**src/rtl/rv_pkg.sv**
```systemverilog
// Shared RISC-V front-end definitions: datapath width, the NOP encoding,
// the default reset vector and the prefetch buffer entry layout.
package rv_pkg;

  localparam int          XLEN       = 32;
  localparam logic [31:0] INST_NOP   = 32'h0000_0013;
  localparam logic [31:0] RESET_ADDR = 32'h0000_0000;

  typedef struct packed {
    logic [XLEN-1:0] addr;
    logic [XLEN-1:0] inst;
  } inst_entry_t;

endpackage

```
**src/rtl/sync_fifo_flush.sv**
```systemverilog
// Synchronous FIFO with a registered storage array (no write-to-read bypass),
// a synchronous flush that takes priority over push/pop, and an occupancy count.
module sync_fifo_flush #(
  parameter  int WIDTH = 64,
  parameter  int DEPTH = 4,
  localparam int AW    = $clog2(DEPTH),
  localparam int CW    = $clog2(DEPTH + 1)
) (
  input  logic             clk,
  input  logic             rst_n,
  input  logic             flush,
  input  logic             push,
  input  logic [WIDTH-1:0] push_data,
  input  logic             pop,
  output logic             valid,
  output logic [WIDTH-1:0] head,
  output logic [CW-1:0]    occ
);

  localparam logic [CW-1:0] FULL = CW'(DEPTH);

  logic [WIDTH-1:0] mem [DEPTH];
  logic [AW-1:0]    wr_ptr;
  logic [AW-1:0]    rd_ptr;
  logic [CW-1:0]    count;
  logic             do_push;
  logic             do_pop;

  assign do_push = push && (count != FULL);
  assign do_pop  = pop && (count != '0);

  // Pointers wrap naturally because DEPTH is a power of two.
  always_ff @(posedge clk or negedge rst_n) begin
    if (!rst_n) begin
      wr_ptr <= '0;
      rd_ptr <= '0;
      count  <= '0;
    end else if (flush) begin
      wr_ptr <= '0;
      rd_ptr <= '0;
      count  <= '0;
    end else begin
      if (do_push) wr_ptr <= wr_ptr + AW'(1);
      if (do_pop)  rd_ptr <= rd_ptr + AW'(1);
      count <= count + CW'(do_push) - CW'(do_pop);
    end
  end

  always_ff @(posedge clk) begin
    if (do_push && !flush) mem[wr_ptr] <= push_data;
  end

  assign valid = (count != '0);
  assign head  = mem[rd_ptr];
  assign occ   = count;

endmodule

```
**src/rtl/if_prefetch.sv**
```systemverilog
// Instruction-fetch front end: issues word fetches over req/gnt/rvalid, buffers
// returned instructions with their addresses and hands them to IF/ID in order.
module if_prefetch #(
  parameter int              XLEN       = rv_pkg::XLEN,
  parameter int              DEPTH      = 4,
  parameter logic [XLEN-1:0] RESET_ADDR = XLEN'(rv_pkg::RESET_ADDR)
) (
  input  logic            clk,
  input  logic            rst,
  input  logic            jump_en_i,
  input  logic [XLEN-1:0] jump_addr_i,
  input  logic            hold_flag_i,
  output logic            mem_req_o,
  output logic [XLEN-1:0] mem_addr_o,
  input  logic            mem_gnt_i,
  input  logic            mem_rvalid_i,
  input  logic [XLEN-1:0] mem_rdata_i,
  output logic            inst_valid_o,
  output logic [XLEN-1:0] inst_o,
  output logic [XLEN-1:0] inst_addr_o
);

  localparam int            CW      = $clog2(DEPTH + 1);
  localparam logic [CW-1:0] DEPTH_C = CW'(DEPTH);

  logic [XLEN-1:0]   fetch_pc;
  logic [XLEN-1:0]   resp_pc;
  logic [XLEN-1:0]   jump_target;
  logic [CW-1:0]     occ;
  logic [CW-1:0]     outstanding;
  logic [CW-1:0]     drop;
  logic [CW:0]       in_use;
  logic              grant;
  logic              rsp;
  logic              keep;
  logic              pop;
  logic              buf_valid;
  logic [2*XLEN-1:0] head;

  assign jump_target = {jump_addr_i[XLEN-1:2], 2'b00};

  // Credit counts buffered entries plus live (non-dropped) requests, so every
  // kept response is guaranteed a free slot when it arrives.
  assign in_use    = {1'b0, occ} + {1'b0, outstanding} - {1'b0, drop};
  assign mem_req_o = rst && !jump_en_i && (in_use < {1'b0, DEPTH_C})
                     && (outstanding < DEPTH_C);
  assign mem_addr_o = fetch_pc;

  assign grant = mem_req_o && mem_gnt_i;
  assign rsp   = mem_rvalid_i && (outstanding != '0);
  assign keep  = rsp && (drop == '0) && !jump_en_i;
  assign pop   = buf_valid && !hold_flag_i && !jump_en_i;

  always_ff @(posedge clk or negedge rst) begin
    if (!rst) begin
      fetch_pc    <= RESET_ADDR;
      resp_pc     <= RESET_ADDR;
      outstanding <= '0;
      drop        <= '0;
    end else begin
      if (jump_en_i) begin
        fetch_pc <= jump_target;
        resp_pc  <= jump_target;
        drop     <= outstanding - CW'(rsp);
      end else begin
        if (grant)                 fetch_pc <= fetch_pc + XLEN'(4);
        if (keep)                  resp_pc  <= resp_pc + XLEN'(4);
        if (rsp && (drop != '0))   drop     <= drop - CW'(1);
      end
      outstanding <= outstanding + CW'(grant) - CW'(rsp);
    end
  end

  sync_fifo_flush #(
    .WIDTH (2 * XLEN),
    .DEPTH (DEPTH)
  ) u_buf (
    .clk       (clk),
    .rst_n     (rst),
    .flush     (jump_en_i),
    .push      (keep),
    .push_data ({resp_pc, mem_rdata_i}),
    .pop       (pop),
    .valid     (buf_valid),
    .head      (head),
    .occ       (occ)
  );

  // With an empty buffer the address output shows the next expected address.
  assign inst_valid_o = buf_valid;
  assign inst_o       = buf_valid ? head[XLEN-1:0] : XLEN'(rv_pkg::INST_NOP);
  assign inst_addr_o  = buf_valid ? head[2*XLEN-1:XLEN] : resp_pc;

endmodule

```
**config.mk**
```make
export PLATFORM = sky130hd
export DESIGN_NAME = if_prefetch
export DESIGN_NICKNAME = d
export VERILOG_FILES = /design/src/rtl/rv_pkg.sv /design/src/rtl/sync_fifo_flush.sv /design/src/rtl/if_prefetch.sv
export SDC_FILE = /design/constraint.sdc
export NUM_CORES = 1
export LEC_CHECK = 0
export ABC_CLOCK_PERIOD_IN_PS = 7660
export CORE_UTILIZATION = 52
export DETAILED_ROUTE_END_ITERATION = 8
export PLACE_DENSITY = 0.75
export SLEW_MARGIN = 5
export SYNTH_ARGS = -nofsm -noshare
export SYNTH_HDL_FRONTEND = slang
export SYNTH_SLANG_ARGS = --single-unit
```
**constraint.sdc**
```tcl
create_clock -name clk -period 7.66 [get_ports clk]
set_input_delay 0.766 -clock clk [delete_from_list [all_inputs] [get_ports clk]]
set_output_delay 0.766 -clock clk [all_outputs]
set_load 0.02 [all_outputs]
```
* Word level (Yosys, flattened, before mapping) *
Memories as Yosys holds them, arrays and structs flattened.
Cells that the tools add are included.

word-level totals
  latch bits = 0
  flip-flop bits (word level) = 77
  word-level logic and storage cells = 62
  bits in writable memories = 256
  input bits = 70
  memories = 1
  memory bits (read-only) = 0

cells by class
  shift operators = 0
  divide/modulo/power cells = 0
  equal/unequal tests = 1
  reductions and logical operators = 24
  multiply operators = 0
  add/sub/neg operators = 12
  mux-type cells = 15
  bitwise gates (word level) = 0
  magnitude comparators = 2

memory list
  name       depth  bits a word  read ports  clocked after Yosys merged registers in  wr ports  line                   source
  u_buf.mem  4      64           1           0                                        1         sync_fifo_flush.sv:22  logic [WIDTH-1:0] mem [DEPTH];

operators by type and width
  operator                                                                      count
  32-bit two-way mux                                                            6
  32-bit by 3-bit adder with 32-bit output, second input constant               2
  1-bit logical AND                                                             13
  2-bit nonzero test                                                            5
  3-bit two-way mux                                                             3
  3-bit nonzero test                                                            3
  3-bit by 1-bit subtractor with 3-bit output                                   3
  2-bit two-way mux                                                             4
  3-bit by 1-bit adder with 3-bit output                                        2
  2-bit by 1-bit adder with 2-bit output, second input constant                 2
  3-bit by 3-bit adder with 4-bit output                                        1
  4-bit by 3-bit less-than comparator with 1-bit output, second input constant  1
  4-bit by 3-bit subtractor with 4-bit output                                   1
  3-bit logical NOT                                                             1
  3-bit less-than comparator, second input constant                             1
  3-bit != test, second input constant                                          1
  3-bit by 1-bit subtractor with 3-bit output, second input constant            1
  1-bit logical NOT                                                             2
  1-bit two-way mux                                                             2

* Logic depth before layout (Yosys ltp) *
  word-level depth = 8
  gate-level depth with buffers = 16
  depth with buffers taken out = 15

* Cells and area by module *
Synthesis repeated with hierarchy kept, for this count alone.

unflattened totals
  cell total of the unflattened synthesis = 872
  area, all modules = 14286.2 um^2

modules (own cells, without submodules)
  module           area an instance (um^2)  cells an instance  instances  sequential area each (um^2)
  sync_fifo_flush  9695.5                   380                1          7862.5
  if_prefetch      4590.7                   492                1          1651.6

* Worst setup path before layout *
OpenSTA, ideal clock, no wires.

  path kind = in2reg
  start = input mem_rvalid_i
  end = memory u_buf.mem[0][0], enable pin
  path buffers = 0
  library setup time = 426 ps
  stages = 3
  arrival = 3304 ps
  setup slack = 3929 ps
  cell sequence = o31ai_1 > a2111oi_1 > and2_1

between the ends
  cells in the longest elaborated chain, start to end = 7

ends and longest elaborated chain
  what                                     line                   source
  start, declared                          if_prefetch.sv:16      input logic mem_rvalid_i,
  1-bit logical AND                        if_prefetch.sv:50      assign rsp = mem_rvalid_i && (outstanding != '0);
  1-bit logical AND (2 in series)          if_prefetch.sv:51      assign keep = rsp && (drop == '0) && !jump_en_i;
  1-bit logical AND                        sync_fifo_flush.sv:29  assign do_push = push && (count != FULL);
  1-bit logical AND                        sync_fifo_flush.sv:50  if (do_push && !flush) mem[wr_ptr] <= push_data;
  1-bit two-way mux                        sync_fifo_flush.sv:50
  1-bit two-way mux (not written as such)  sync_fifo_flush.sv:50
  end, declared                            sync_fifo_flush.sv:22

No other way between the ends.

* Worst setup path in the final report *
  start = register outstanding[2]
  end = output mem_req_o

between the ends
  cells in the longest elaborated chain, start to end = 5
  elaborated cells between the ends (all ways) = 6
  classes of those cells = add/sub (2); order compare (2); reduce/logical (2)

ends and longest elaborated chain
  what                                                   line               source
  start, declared                                        if_prefetch.sv:30  logic [CW-1:0] outstanding;
  start signal, assigned                                 if_prefetch.sv:70  outstanding <= outstanding + CW'(grant) - CW'(rsp);
  3-bit by 3-bit adder with 4-bit output                 if_prefetch.sv:44  assign in_use = {1'b0, occ} + {1'b0, outstanding} - {1'b0, drop};
  4-bit by 3-bit subtractor with 4-bit output            if_prefetch.sv:44
  4-bit by 3-bit less-than comparator with 1-bit output  if_prefetch.sv:45  assign mem_req_o = rst && !jump_en_i && (in_use < {1'b0, DEPTH_C})
  1-bit logical AND                                      if_prefetch.sv:45
  1-bit logical AND *                                    if_prefetch.sv:46  && (outstanding < DEPTH_C);
  end, declared                                          if_prefetch.sv:13  output logic mem_req_o,

Mark *: on every way between the ends. The rest lies on a longest branch, timed or not.

==> impl_metrics.env <==
export IMPL_seq_power_share=0.397
export IMPL_final_nets=1145
export IMPL_post_cts_buffers=0
export IMPL_crit_slowest_cell="clkdlybuf4s50_1"
export IMPL_critPathCaptureType="output port"
export IMPL_critPathArrivalTime_ns=3.74
export IMPL_fin_crit_sh=0.589
export IMPL_combPwrFrac=0.292
export IMPL_grt_first_pass_wirelength_mm=47.2
export IMPL_crit_required_ns=6.89
export IMPL_fp_dieArea_um2=27700
export IMPL_crit_type="reg2out"
export IMPL_synth_top_area_frac=0.529
export IMPL_drive_above_1_share=0.170
export IMPL_syn_inst=891
export IMPL_worstPathMaxFanout=7
export IMPL_p_int_uw=3770
export IMPL_path_clk_slew_ns=0.07
export IMPL_ys_warn_count=0
export IMPL_core_region_area_um2=26300
export IMPL_syn_area_um2=14100
export IMPL_area_growth_pct=21.5
export IMPL_tns_ns=0
export IMPL_regToRegSetupSlack_ns=3.63
export IMPL_reg2reg_depth=13
export IMPL_post_cts_resized=0
export IMPL_post_dp_hpwl_mm=18.2
export IMPL_synthTopCellsByArea="edfxtp_1 (53%), dfrtp_1 (13%), mux4_2 (9.9%)"
export IMPL_start_util=0.536
export IMPL_cts_buffers=31
export IMPL_clockBufferDepth=3
export IMPL_fmax_mhz=222
export IMPL_drv_cap=0
export IMPL_port_buffers=161
export IMPL_cts_sinks=321
export IMPL_setup_viol=0
export IMPL_ioPinCount=168
export IMPL_power_density_nw_per_um2=311
export IMPL_die_x_um=167
export IMPL_skew_ns=0.0116
export IMPL_cp_start_kind="flop"
export IMPL_p_clk_frac=0.311
export IMPL_switching_share=0.292
export IMPL_cp_slowest_stage_delay_ns=0.66
export IMPL_cts_root_buf="clkbuf_16"
export IMPL_grt_ovfl_total=0
export IMPL_yosys_register_bits=321
export IMPL_power_total_uw=5320
export IMPL_synth_edf_count=248
export IMPL_detail_route_wl_per_cell_um=20.9
export IMPL_min_period_ns=4.51
export IMPL_htreeDepth=1
export IMPL_synthFlopType="edfxtp_1"
export IMPL_run_status="complete, but fails checks"
export IMPL_crit_chain="fa_1, ha_1, or3b_1, a211oi_4, nor2_1, nor4b_1, clkdlybuf4s50_1"
export IMPL_globalplace_congestion=0.877
export IMPL_via_per_inst=5.90
export IMPL_firstDrtPassIters=7
export IMPL_rows=59
export IMPL_grt_pass1_vias=8651
export IMPL_violations="DRC"
export IMPL_leakagePower_uw=0.00579
export IMPL_layout_commonest_cell="edfxtp_1"
export IMPL_vias=8335
export IMPL_drt_iter0_markers=639
export IMPL_min_path_type="in2async"
export IMPL_worst_pin_slew_ns=0.977
export IMPL_grt_usage=0.218
export IMPL_post_route_util=0.651
export IMPL_hold_viol=0
export IMPL_ys_types=62
export IMPL_rsz0062_at_grt="no"
export IMPL_die_h_um=167
export IMPL_final_cell_mix="edfxtp_1 (248), clkdlybuf4s50_1 (159), dfrtp_1 (71)"
export IMPL_crit_family="adder cells"
export IMPL_maxSlewHeadroom=0.349
export IMPL_ant_nets=0
export IMPL_cts_tree="done"
export IMPL_grt_max_degree=66
export IMPL_slew_violations=0
export IMPL_avgSynthCellArea_um2=15.8
export IMPL_worst_path_buf_inv=1
export IMPL_async_flop_share=0.227
export IMPL_drcViolationCount=24
export IMPL_yosys_area_top_type="edfxtp_1"
export IMPL_switching_power_uw=1560
export IMPL_holdBufCountCts=0
export IMPL_routed_wl_mm=29.5
export IMPL_antenna_found_initial=0
export IMPL_cp_depth=7
export IMPL_ir_drop_v=0.000166
export IMPL_seq_area_frac_synth=0.659
export IMPL_clock_latency_ns=0.55
[logic make-up after synthesis]
| kind of cell | count (synthesis) | synth area share |
|---|---|---|
| compound gates | 98 | 0.0492 |
| xor+xnor | 42 | 0.0261 |
| fa+ha+maj | 21 | 0.0208 |
| buf+inv | 81 | 0.0247 |
| flops | 321 | 0.659 |
| mux | 99 | 0.128 |
| other cells | 1 | 0.000266 |
| simple gates | 228 | 0.0919 |
[Yosys cell counts (all sizes together), types with 10 or more instances]
master / count
xor2: 10
clkbuf: 28
mux2: 34
inv: 35
and3: 10
a21oi: 13
and2: 11
buf: 18
dfrtp: 73
xnor2: 32
nand4: 13
nand3: 26
ha: 17
nor2b: 32
nor4: 20
mux4: 62
edfxtp: 248
nor2: 18
o31a: 14
o21ai: 26
nor3: 17
nand2: 45
[final timing paths]
| path | to | start |
|---|---|---|
| max in group asynchronous | u_buf.rd_ptr[0]$_DFFE_PN0P_ | rst |
| setup / recovery | mem_req_o | outstanding[2]$_DFF_PN0_ |
| min in group clk | mem_addr_o[31]$_DFFE_PN0P_ | mem_addr_o[31]$_DFFE_PN0P_ |
| hold reg to reg | mem_addr_o[31]$_DFFE_PN0P_ | mem_addr_o[31]$_DFFE_PN0P_ |
| setup reg to reg | outstanding[2]$_DFF_PN0_ | outstanding[2]$_DFF_PN0_ |
| hold / removal | mem_addr_o[23]$_DFFE_PN0P_ | rst |
[layer usage]
| layer | GRT usage | wire length (µm) | part of all wire | up-vias |
|---|---|---|---|---|
| met3 | 0.0292 | 1930 | 0.065 | 51 |
| met1 | 0.310 | 12900 | 0.44 | 4195 |
| li1 | - | - | - | 3758 |
| met2 | 0.356 | 14000 | 0.47 | 331 |
| met5 | 0 | 0 | 0 | - |
| met4 | 0.0612 | 660 | 0.022 | 0 |
[cell type report]
class / count / area (µm²)
Clock buffer: 35 / 791
Antenna cell: 1 / 2.50
Inverter: 35 / 134
Multi-Input combinational cell: 492 / 4480
Fill cell: 1837 / 9170
Tap cell: 335 / 419
Sequential cell: 321 / 9280
Clock inverter: 21 / 314
Timing Repair Buffer: 173 / 1690
[per-stage QoR]
step           worst slack, ns  hold slack, ns  instances  cell area, µm²
2_1_floorplan             3.93           0.470        894           14100
3_3_place_gp              3.73           0.499       1356           16000
3_5_place_dp              3.68           0.500       1356           16000
4_1_cts                   3.11          0.0954       1412           17100
5_1_grt                   2.99           0.109       1412           17100
6_report                  3.15          0.0960       1413           17100
[power by group through the flow]
stage / clock network, µW / registers (µW) / logic, µW
CTS: 1670 / 2120 / 1580
finish: 1650 / 2120 / 1550
global placement: 0 / 2140 / 1540
global route: 1740 / 2130 / 1690
detailed placement: 0 / 2150 / 1560
floorplan: 0 / 2120 / 1010
[registers in the layout, indices dropped and copies added (netlist names)]
| signal | cells |
|---|---|
| drop | 3 |
| resp_pc | 30 |
| outstanding | 3 |
| u_buf.wr_ptr | 2 |
| mem_addr_o | 30 |
| u_buf.occ | 3 |
| u_buf.mem | 248 |
| u_buf.rd_ptr | 2 |
[worst reg2reg max path, delay by kind of cell (launching register included)]
family,cells,cell delay [ns]
fa+ha+maj,5,1.68
compound gates,2,0.68
flops,1,0.53
simple gates,1,0.45
xor+xnor,2,0.32
buf+inv,3,0.29
(Power assumes the default switching activity.)
